==> config.mk <==
export PLATFORM = sky130hd
export DESIGN_NAME = button_press_ctrl_flat
export DESIGN_NICKNAME = d
export VERILOG_FILES = /design/src/rtl/button_press_ctrl_if.sv /design/src/rtl/button_press_ctrl.sv /design/src/flat_wrapper.sv
export SDC_FILE = /design/constraint.sdc
export NUM_CORES = 1
export LEC_CHECK = 0
export CORE_ASPECT_RATIO = 1.4
export CORE_MARGIN = 5
export CORE_UTILIZATION = 25
export CTS_BUF_LIST = sky130_fd_sc_hd__clkbuf_4 sky130_fd_sc_hd__clkbuf_8
export CTS_CLUSTER_SIZE = 14
export DETAILED_ROUTE_END_ITERATION = 6
export REMOVE_ABC_BUFFERS = 1
export SLEW_MARGIN = 20
export SYNTH_ARGS = -nofsm -noshare
export SYNTH_HDL_FRONTEND = slang
export SYNTH_SLANG_ARGS = --single-unit
==> constraint.sdc <==
create_clock -name clk_in -period 2.4 [get_ports clk_in]
set_input_delay 0.48 -clock clk_in [delete_from_list [all_inputs] [get_ports clk_in]]
set_output_delay 0.48 -clock clk_in [all_outputs]
set_load 0.01 [all_outputs]
==> src/rtl/button_press_ctrl_if.sv <==
// Button event bundle: debounced level in, event pulses out.
// master drives button_in and observes events; slave is the controller.
interface button_press_ctrl_if;
  logic button_in;
  logic press_pulse;
  logic release_pulse;
  logic click_pulse;
  logic long_pulse;
  logic repeat_pulse;
  logic held;

  modport master (
    output button_in,
    input  press_pulse,
    input  release_pulse,
    input  click_pulse,
    input  long_pulse,
    input  repeat_pulse,
    input  held
  );

  modport slave (
    input  button_in,
    output press_pulse,
    output release_pulse,
    output click_pulse,
    output long_pulse,
    output repeat_pulse,
    output held
  );
endinterface

==> src/rtl/button_press_ctrl.sv <==
// Turns a debounced button level into press/release/click/long/repeat events.
// Ports: clk_in, reset_in (async, active-high), bus (slave): button_in in,
//   press/release/click/long/repeat pulses and held level out, all registered.
module button_press_ctrl #(
  parameter int LONG_CYCLES   = 50_000_000,
  parameter int REPEAT_CYCLES = 10_000_000
) (
  input logic           clk_in,
  input logic           reset_in,
  button_press_ctrl_if.slave bus
);

  localparam int MAX_CYC =
    (LONG_CYCLES > REPEAT_CYCLES) ? LONG_CYCLES : REPEAT_CYCLES;
  localparam int CNT_W = $clog2(MAX_CYC);

  localparam logic [CNT_W-1:0] LONG_LAST =
    CNT_W'(LONG_CYCLES - 1);
  localparam logic [CNT_W-1:0] REP_LAST =
    CNT_W'(REPEAT_CYCLES - 1);

  typedef enum logic [1:0] {
    WAIT_REL,
    IDLE,
    SHORT,
    LONG
  } state_t;

  state_t           state;
  logic [CNT_W-1:0] cnt;

  always_ff @(posedge clk_in or posedge reset_in) begin
    if (reset_in) begin
      state             <= WAIT_REL;
      cnt               <= '0;
      bus.press_pulse   <= 1'b0;
      bus.release_pulse <= 1'b0;
      bus.click_pulse   <= 1'b0;
      bus.long_pulse    <= 1'b0;
      bus.repeat_pulse  <= 1'b0;
      bus.held          <= 1'b0;
    end else begin
      bus.press_pulse   <= 1'b0;
      bus.release_pulse <= 1'b0;
      bus.click_pulse   <= 1'b0;
      bus.long_pulse    <= 1'b0;
      bus.repeat_pulse  <= 1'b0;
      unique case (state)
        // A button held through reset must be seen low first.
        WAIT_REL: begin
          if (!bus.button_in) state <= IDLE;
        end
        IDLE: begin
          if (bus.button_in) begin
            state           <= SHORT;
            cnt             <= '0;
            bus.press_pulse <= 1'b1;
            bus.held        <= 1'b1;
          end
        end
        // Release takes priority over a threshold hit.
        SHORT: begin
          if (!bus.button_in) begin
            state             <= IDLE;
            bus.release_pulse <= 1'b1;
            bus.click_pulse   <= 1'b1;
            bus.held          <= 1'b0;
          end else if (cnt == LONG_LAST) begin
            state          <= LONG;
            cnt            <= '0;
            bus.long_pulse <= 1'b1;
          end else begin
            cnt <= cnt + 1'b1;
          end
        end
        LONG: begin
          if (!bus.button_in) begin
            state             <= IDLE;
            bus.release_pulse <= 1'b1;
            bus.held          <= 1'b0;
          end else if (cnt == REP_LAST) begin
            cnt              <= '0;
            bus.repeat_pulse <= 1'b1;
          end else begin
            cnt <= cnt + 1'b1;
          end
        end
        default: state <= WAIT_REL;
      endcase
    end
  end

endmodule

==> src/flat_wrapper.sv <==
// flat-port wrapper written by rule: the top's interface ports become plain ports
module button_press_ctrl_flat 
#(
  parameter int LONG_CYCLES   = 50_000_000,
  parameter int REPEAT_CYCLES = 10_000_000
)
  (clk_in, reset_in, bus_button_in, bus_press_pulse, bus_release_pulse, bus_click_pulse, bus_long_pulse, bus_repeat_pulse, bus_held);
  button_press_ctrl_if bus_i ();
  input logic clk_in;
  input logic reset_in;
  input wire logic [$bits(bus_i.button_in)-1:0] bus_button_in;
  output wire logic [$bits(bus_i.press_pulse)-1:0] bus_press_pulse;
  output wire logic [$bits(bus_i.release_pulse)-1:0] bus_release_pulse;
  output wire logic [$bits(bus_i.click_pulse)-1:0] bus_click_pulse;
  output wire logic [$bits(bus_i.long_pulse)-1:0] bus_long_pulse;
  output wire logic [$bits(bus_i.repeat_pulse)-1:0] bus_repeat_pulse;
  output wire logic [$bits(bus_i.held)-1:0] bus_held;
  assign bus_i.button_in = bus_button_in;
  assign bus_press_pulse = bus_i.press_pulse;
  assign bus_release_pulse = bus_i.release_pulse;
  assign bus_click_pulse = bus_i.click_pulse;
  assign bus_long_pulse = bus_i.long_pulse;
  assign bus_repeat_pulse = bus_i.repeat_pulse;
  assign bus_held = bus_i.held;
  button_press_ctrl #(.LONG_CYCLES(LONG_CYCLES), .REPEAT_CYCLES(REPEAT_CYCLES)) u_core (.clk_in(clk_in), .reset_in(reset_in), .bus(bus_i));
endmodule
# After elaboration in Yosys (flattened, before gate mapping)
# Index checks and enable logic that the tools add are counted.
[totals] memories=0 mem_bits_rw=0 in_bits=3 latch_bits=0 mem_bits_ro=0 register_bits=34
[classes] n_bitwise=0 n_eq_ne=11 multipliers=0 add_sub_neg=1 reduce_logical=8 order_cmp=0 shift=0 div_mod_pow=0 n_mux=25
[ops] cell="$mux 26" count=5
[ops] cell="$pmux 26 s3" count=1
[ops] cell="$add 26x1->26 const B" count=1
[ops] cell="$eq 26x24->1 const B" count=1
[ops] cell="$eq 26x26->1 const B" count=1
[ops] cell="$mux 1" count=13
[ops] cell="$ne 2x2->1 const B" count=5
[ops] cell="$mux 2" count=4
[ops] cell="$pmux 2 s3" count=1
[ops] cell="$reduce_and 3->1" count=2
[ops] cell="$eq 2x2->1 const B" count=2
[ops] cell="$reduce_and 4->1" count=1
[ops] cell="$reduce_or 2->1" count=2
[ops] cell="$ne 3x2->1 const B" count=1
[ops] cell="$reduce_bool 3->1" count=1
[ops] cell="$eq 2x1->1 const B" count=1
[ops] cell="$logic_not 2->1" count=1
[ops] cell="$pmux 1 s2" count=1
[ops] cell="$reduce_bool 2->1" count=1

# Depth between registers and ports, before layout
# Gate-level depths: netlist of run 1.
[depth] ltp_word=4 ltp_mapped=8 mapped_depth_nobuf=7

# Worst setup path before layout of run 1
# OpenSTA, ideal clock, no wires.
[synth_timing] path_type="reg-to-reg" startpoint="register u_core.state[0]" endpoint="register u_core.cnt[10]" stages_incl_launch_ff=8 t_required_ns=2.279 path_slack_ns=0.332 arrival_time_ns=1.947 setup_time_ns=0.121 path_buffers=1 path_cell_list="dfrtp_1 -> inv_1 -> ha_1 -> nor2b_1 -> or3_1 -> a211oi_2 -> buf_2 -> nor2_1"
[synth_between] elab_chain_len=3 elab_cells_between_ends=9
[synth_rtl] item="start: declaration" line_no="button_press_ctrl.sv:29" text="state_t state;"
[synth_rtl] item="start signal: assignment" line_no="button_press_ctrl.sv:34" text="state <= WAIT_REL;"
[synth_rtl] item="start signal: assignment" line_no="button_press_ctrl.sv:51" text="if (!bus.button_in) state <= IDLE;"
[synth_rtl] item="start signal: assignment" line_no="button_press_ctrl.sv:55" text="state <= SHORT;"
[synth_rtl] item="$eq 2x2->1 or $eq 2x1->1 (tied branches)" line_no="button_press_ctrl.sv:48" text="unique case (state)"
[synth_rtl] item="$ne 2x2->1 (no source line) or $reduce_bool 3->1 (tied branches)"
[synth_rtl] item="$reduce_and 4->1 (no source line)"
[synth_rtl] item="end signal: assignment" line_no="button_press_ctrl.sv:73" text="cnt <= cnt + 1'b1;"
[synth_rtl] item="end signal: assignment" line_no="button_press_ctrl.sv:85" text="cnt <= cnt + 1'b1;"
[synth_rtl] item="end: declaration" line_no="button_press_ctrl.sv:30" text="logic [CNT_W-1:0] cnt;"
# Several ways; a longest one is shown, not always the timed one.
# A chain may end at the register's enable or synchronous reset.

# Final worst setup path of run 1
[layout_timing] startpoint="register u_core.state[0]" endpoint="register u_core.cnt[19]"
# Same word-level chain as after synthesis.

==> results of run 1 <==
## flip-flops by register name, summed over array words and instances, names as in the netlist
name,cells
u_core.cnt,26
u_core.state,2
u_core.bus.click_pulse,1
u_core.bus.held,1
u_core.bus.long_pulse,1
u_core.bus.press_pulse,1
u_core.bus.release_pulse,1
u_core.bus.repeat_pulse,1
## worst max path at each step
stage | startpoint | endpoint | slack, ns | cells after the start
2_1_floorplan | u_core.state[0] | u_core.cnt[2] | -0.07 | 6
3_3_place_gp | bus_button_in | u_core.cnt[19] | 0.04 | 6
3_5_place_dp | bus_button_in | u_core.cnt[5] | 0.007 | 6
4_1_cts | u_core.state[0] | u_core.cnt[5] | 0.23 | 7
5_1_grt | u_core.state[0] | u_core.cnt[17] | 0.13 | 7
6_report | u_core.state[0] | u_core.cnt[19] | 0.25 | 7
## stage by stage
step	instance area (µm²)	TNS [ns]	util (%)	setup slack [ns]
after global routing	2180	0	30.2	0.127
after floorplan	1790	-0.739	-	-0.0696
after CTS	2180	0	30.2	0.231
after detailed placement	2080	0	28.8	0.00742
final	2180	0	30.2	0.251
after global placement	2080	0	28.8	0.0393
## worst reg2reg max path: stages, from the launching register on
cell	delay [ns]
dfrtp_1	0.39
inv_1	0.09
ha_1	0.34
nor2b_1	0.21
or3_1	0.45
a211oi_2	0.29
buf_12	0.21
nor2_1	0.07
## layout by cell type, fill, tap and decap left out, types with 6 or more instances in the layout
cell	instances
nor2_1	27
clkdlybuf4s50_1	8
o21ai_0	6
clkbuf_8	6
nand4_1	17
dfrtp_1	34
xor2_1	19
buf_4	9
nand2_1	10
a21oi_1	6
and3_1	7
nor3_1	6
nand3_1	8
## per-layer routing
metal | up-vias | global-route usage, % | part of all wire [%]
li1 | 711 | - | -
met1 | 686 | 11.8 | 43
met2 | 13 | 16.0 | 52
met3 | 9 | 1.63 | 1.8
met4 | 0 | 5.10 | 2.4
met5 | - | 0 | 0
## cell families after synthesis
kind of cell,synth area share [%]
buffers and inverters,2.40
AOI/OAI and AO/OA,7.40
adders and majority gates,2.74
and+or+nand+nor,31.3
DFF,46.6
xor gates and xnor gates,9.59
## power breakdown
group	switching [mW]	leakage (nW)	internal (mW)	total [mW]
clock network	0.216	0.0517	0.243	0.459
registers	0.0498	0.462	0.631	0.680
logic	0.439	0.426	0.320	0.759
## cell type report
| class | count | area share, % |
|---|---|---|
| inverters | 3 | 0.517 |
| flip-flops and latches | 34 | 39.1 |
| clock inverters | 1 | 0.230 |
| clock buffers | 7 | 4.14 |
| multi-input cells | 144 | 42.8 |
| repair buffers | 18 | 7.70 |
| well taps | 97 | 5.57 |
==> results.ini, run 1 <==
[power]
p_leak_nw = 0.940
fin_total_pwr_mw = 1.90
irDropWorstVdd_uv = 267
p_per_area_nw_per_um2 = 871

[final_layout]
area_growth_pct = 19.2
nFillCells = 781
fin_cells = 304
num_antenna_cells = 0
layout.nets = 213
final_layout_size_suffix_gt1_share_pct = 11.6
multiInputGateArea_um2 = 932
final-seq-area_um2 = 851

[logic_synthesis]
synthTopCellsByCount = dfrtp_1, nor2_1, xor2_1
avgSynthCellArea_um2 = 9.77
synthCells = 187
yosysMostFrequentCell = dfrtp_1
synth_edf_count = 0
yosys.area.top_type = dfrtp_1
ys_ff_latch = 34
synthArstFlopShare_pct = 100
seq_area_frac_synth_pct = 46.6
synth_top_area_share_pct = 46.6
synth_cell_type_count = 37
netlist_area_um2 = 1830
synth.top_cells.by_area = dfrtp_1, xor2_1, nand4_1
yosysWarnings = 0
synth_flop_cell = dfrtp_1

[timing]
finalHoldViolations = 0
timing.hold.ws_ns = 0.546
final-max-slew-violation-count = 0
fin_crit_sh_pct = 89.6
tightest_slew_ns = 0.512
setup_viol_count_final = 0
min_period_ns = 2.15
fin_skew_ns = 0.00609
relSlewSlack_pct = 65.5
fmax_ghz = 0.465
rsz0062_at_grt = false

[worst_setup_path]
max_stage_delay_ns = 0.45
r2r_start = u_core.state[0]
crit_slowest_cell = or3_1
worstSetupStartpointType = register
rr_worst_depth = 7
worstSetupPathType = reg -> reg
timing.rr.end = u_core.cnt[19]
crit_family = simple AND/OR/NAND/NOR gates
r2r_slack_ns = 0.25
worst_ep_required_time_ns = 2.58
crit_buf_inv = 2
critPathMaxFanout = 22
end_kind = register
arrival_ns = 2.33
crit_chain = inv_1 -> ha_1 -> nor2b_1 -> or3_1 -> a211oi_2 -> buf_12 -> nor2_1

[die]
rows = 37
die_h_um = 111
num_io_pins = 9
core-area_um2 = 7220
die_x_um = 82.2
initial_core_util_pct = 25.3
die_area_um2 = 9140

[global_route]
grt_pass1_vias = 1440
grt_usage_pct = 9.75
antenna_found_initial = 0
grt_max_degree = 35
grt_overflow = 0
grt_pass1_wl_um = 6920

[cts]
clk_pin_slew_ns = 0.07
cts_buffer_depth = 2
cts_buffers = 5
cts_tree = yes
h-tree-depth = 2
cts.sinks = 34
clock-root-buffer = clkbuf_8
post_cts_buffers = 0
clock_latency_ns = 0.29
cts_resized = 0
ctsHoldBuffers = 0

[route]
drt_iter0_markers = 95
routed_wl_um = 3980
detail-route-antenna-nets = 0
wl_per_cell_um = 13.1
vias_per_cell = 4.67
via_count = 1419
drt_first_pass_iters = 4
drcViolationCount = 0

[placed_design]
post-dp-hpwl_um = 2790
dp.cells = 296
port_buffers = 8
gp_congestion = 0.798

[worst_hold_path]
whs_path_depth = 1
hp-class = reg -> reg
hp-start = u_core.state[1]
hold_end = u_core.bus.held

[flow_run]
maxCapViolCount = 0

[status]
status = finished clean

(Power assumes the default switching activity.)
==> run 2: changes to the inputs <==
- CAP_MARGIN: unset -> 5
- CORE_UTILIZATION: 25 -> 37
==> results.ini, run 2 (synthesized netlist as in run 1, its figures left out) <==
[final_layout]
fin_cells = 269  ; -12%
final_common_cell = dfrtp_1
post-route-cell-area_um2 = 2110  ; -3.0%
utilization_pct = 44.0  ; +14 points
num_antenna_cells = 0  ; unchanged
regMostFlops = u_core.cnt
area_growth_pct = 15.7
top_regs = u_core.cnt x26, u_core.state x2
final_layout_size_suffix_gt1_share_pct = 10.7  ; -0.86 points
layout.nets = 212  ; -0.47%
largest_reg_flops = 26  ; unchanged
final_cell_mix = dfrtp_1, nor2_1, xor2_1, nand4_1, nand2_1

[worst_hold_path]
whs_path_depth = 2  ; +1
hold_end = u_core.cnt[1]
hp-class = reg -> reg
hp-start = u_core.cnt[1]

[cts]
clock_latency_ns = 0.28  ; about the same
cts_buffer_depth = 2  ; unchanged
cts_tree = yes
clk_pin_slew_ns = 0.07  ; about the same
post_cts_buffers = 0  ; unchanged
cts_buffers = 5  ; unchanged
cts.sinks = 34  ; unchanged
clock-root-buffer = clkbuf_8
ctsHoldBuffers = 0  ; unchanged
h-tree-depth = 2  ; unchanged
cts_resized = 0  ; unchanged

[route]
detail-route-antenna-nets = 0  ; unchanged
via_count = 1416  ; -0.21%
drt_iter0_markers = 38  ; -60%
drt_first_pass_iters = 4  ; unchanged
wl_per_cell_um = 14.3  ; +9.3%
vias_per_cell = 5.26  ; +13%
drcViolationCount = 0  ; unchanged
routed_wl_um = 3850  ; -3.3%

[worst_setup_path]
r2r_slack_ns = 0.28  ; +0.03 ns
crit_chain = inv_1 -> ha_1 -> nor2b_1 -> nor3_4 -> nand4_2 -> or4_1 -> a21oi_1
crit_slowest_cell = or4_1
worst_ep_required_time_ns = 2.61  ; +0.03 ns
timing.rr.end = u_core.cnt[24]
crit_buf_inv = 1  ; -1
r2r_start = u_core.state[0]
startpoint = u_core.state[0]
crit_family = simple AND/OR/NAND/NOR gates
critPathMaxFanout = 5  ; -77%
rr_worst_depth = 7  ; unchanged
arrival_ns = 2.32  ; about the same
max_stage_delay_ns = 0.43  ; -0.02 ns
worstSetupPathType = reg -> reg
end_kind = register
worstSetupStartpointType = register

[placed_design]
place_ws_ns = 0.0965  ; +0.0891 ns
post-dp-hpwl_um = 2710  ; -3.0%
port_buffers = 8  ; unchanged
gp_congestion = 0.808  ; +1.3%
dpl-instance-area_um2 = 2030  ; -2.3%
dp.cells = 262  ; -11%

[global_route]
grt_usage_pct = 13.0  ; +3.3 points
grt_pass1_wl_um = 6690  ; -3.3%
grt_max_degree = 35  ; unchanged
grt_pass1_vias = 1407  ; -2.3%
grt_overflow = 0  ; unchanged
antenna_found_initial = 0  ; unchanged

[timing]
fin_skew_ns = 0.00356  ; -0.00253 ns
finalHoldViolations = 0  ; unchanged
rsz0062_at_grt = false
tightest_slew_ns = 0.553  ; +0.0408 ns
final-max-slew-violation-count = 0  ; unchanged
fmax_ghz = 0.473  ; +1.6%
timing.hold.ws_ns = 0.548  ; +0.00194 ns
relSlewSlack_pct = 62.8  ; -2.7 points
fin_crit_sh_pct = 88.1  ; -1.4 points
worst_slack_ns = 0.285  ; +0.0341 ns
setup-tns-final_ns = 0  ; unchanged
min_period_ns = 2.12  ; -0.0341 ns
setup_viol_count_final = 0  ; unchanged

[power]
combPwrFrac_pct = 41.4  ; +1.4 points
switching_share_pct = 37.6  ; +0.45 points
p_sw_mw = 0.688  ; -2.4%
p_leak_nw = 0.926  ; -1.4%
fin_total_pwr_mw = 1.83  ; -3.5%
irDropWorstVdd_uv = 455  ; +70%
clkPwrFrac_pct = 21.4  ; -2.8 points
seqPwrFrac_pct = 37.2  ; +1.4 points
p_per_area_nw_per_um2 = 866  ; -0.56%
intPower_mw = 1.14  ; -4.2%

[die]
num_io_pins = 9  ; unchanged
core-area_um2 = 4800  ; -33%
rows = 30  ; -19%
die_area_um2 = 6460  ; -29%
die_x_um = 69.4  ; -16%
die_h_um = 93.1  ; -16%
initial_core_util_pct = 38.0  ; +13 points

[flow_run]
maxCapViolCount = 0  ; unchanged

[status]
status = finished clean

==> run 2: power groups by stage <==
stage	Clock (mW)	Combinational (mW)	Sequential (mW)
floorplan	0	0.469	0.692
global placement	0	0.772	0.690
detailed placement	0	0.773	0.691
CTS	0.410	0.777	0.681
global route	0.441	0.854	0.692
finish	0.393	0.758	0.681
==> run 2: area by class of cell <==
| cell class | instances | area (µm²) |
|---|---|---|
| multi-input cells | 144 | 932 |
| clock buffers | 5 | 68.8 |
| fillers | 508 | 2690 |
| inverters | 3 | 11.3 |
| flip-flops and latches | 34 | 851 |
| clock inverters | 2 | 10.0 |
| repair buffers | 17 | 160 |
| well taps | 64 | 80.1 |
==> run 2: worst max-delay path by stage <==
stage / cells past startpoint / end
after floorplan: 6 / u_core.cnt[2]
after global placement: 6 / u_core.cnt[24]
after detailed placement: 6 / u_core.cnt[24]
after CTS: 7 / u_core.cnt[24]
after global routing: 7 / u_core.cnt[24]
final: 7 / u_core.cnt[24]
==> run 2: per-layer routing <==
metal	routed length, µm	vias to the layer above	global-route usage [%]
met2	1930	22	22.4
met5	0	-	0
li1	-	702	-
met4	85	0	5.21
met3	100	7	2.90
met1	1730	685	15.8
==> run 2: worst reg2reg max path: stages, from the launching register on <==
cell,delay (ns)
dfrtp_1,0.40
inv_1,0.09
ha_1,0.33
nor2b_1,0.21
nor3_4,0.28
nand4_2,0.17
or4_1,0.43
a21oi_1,0.14
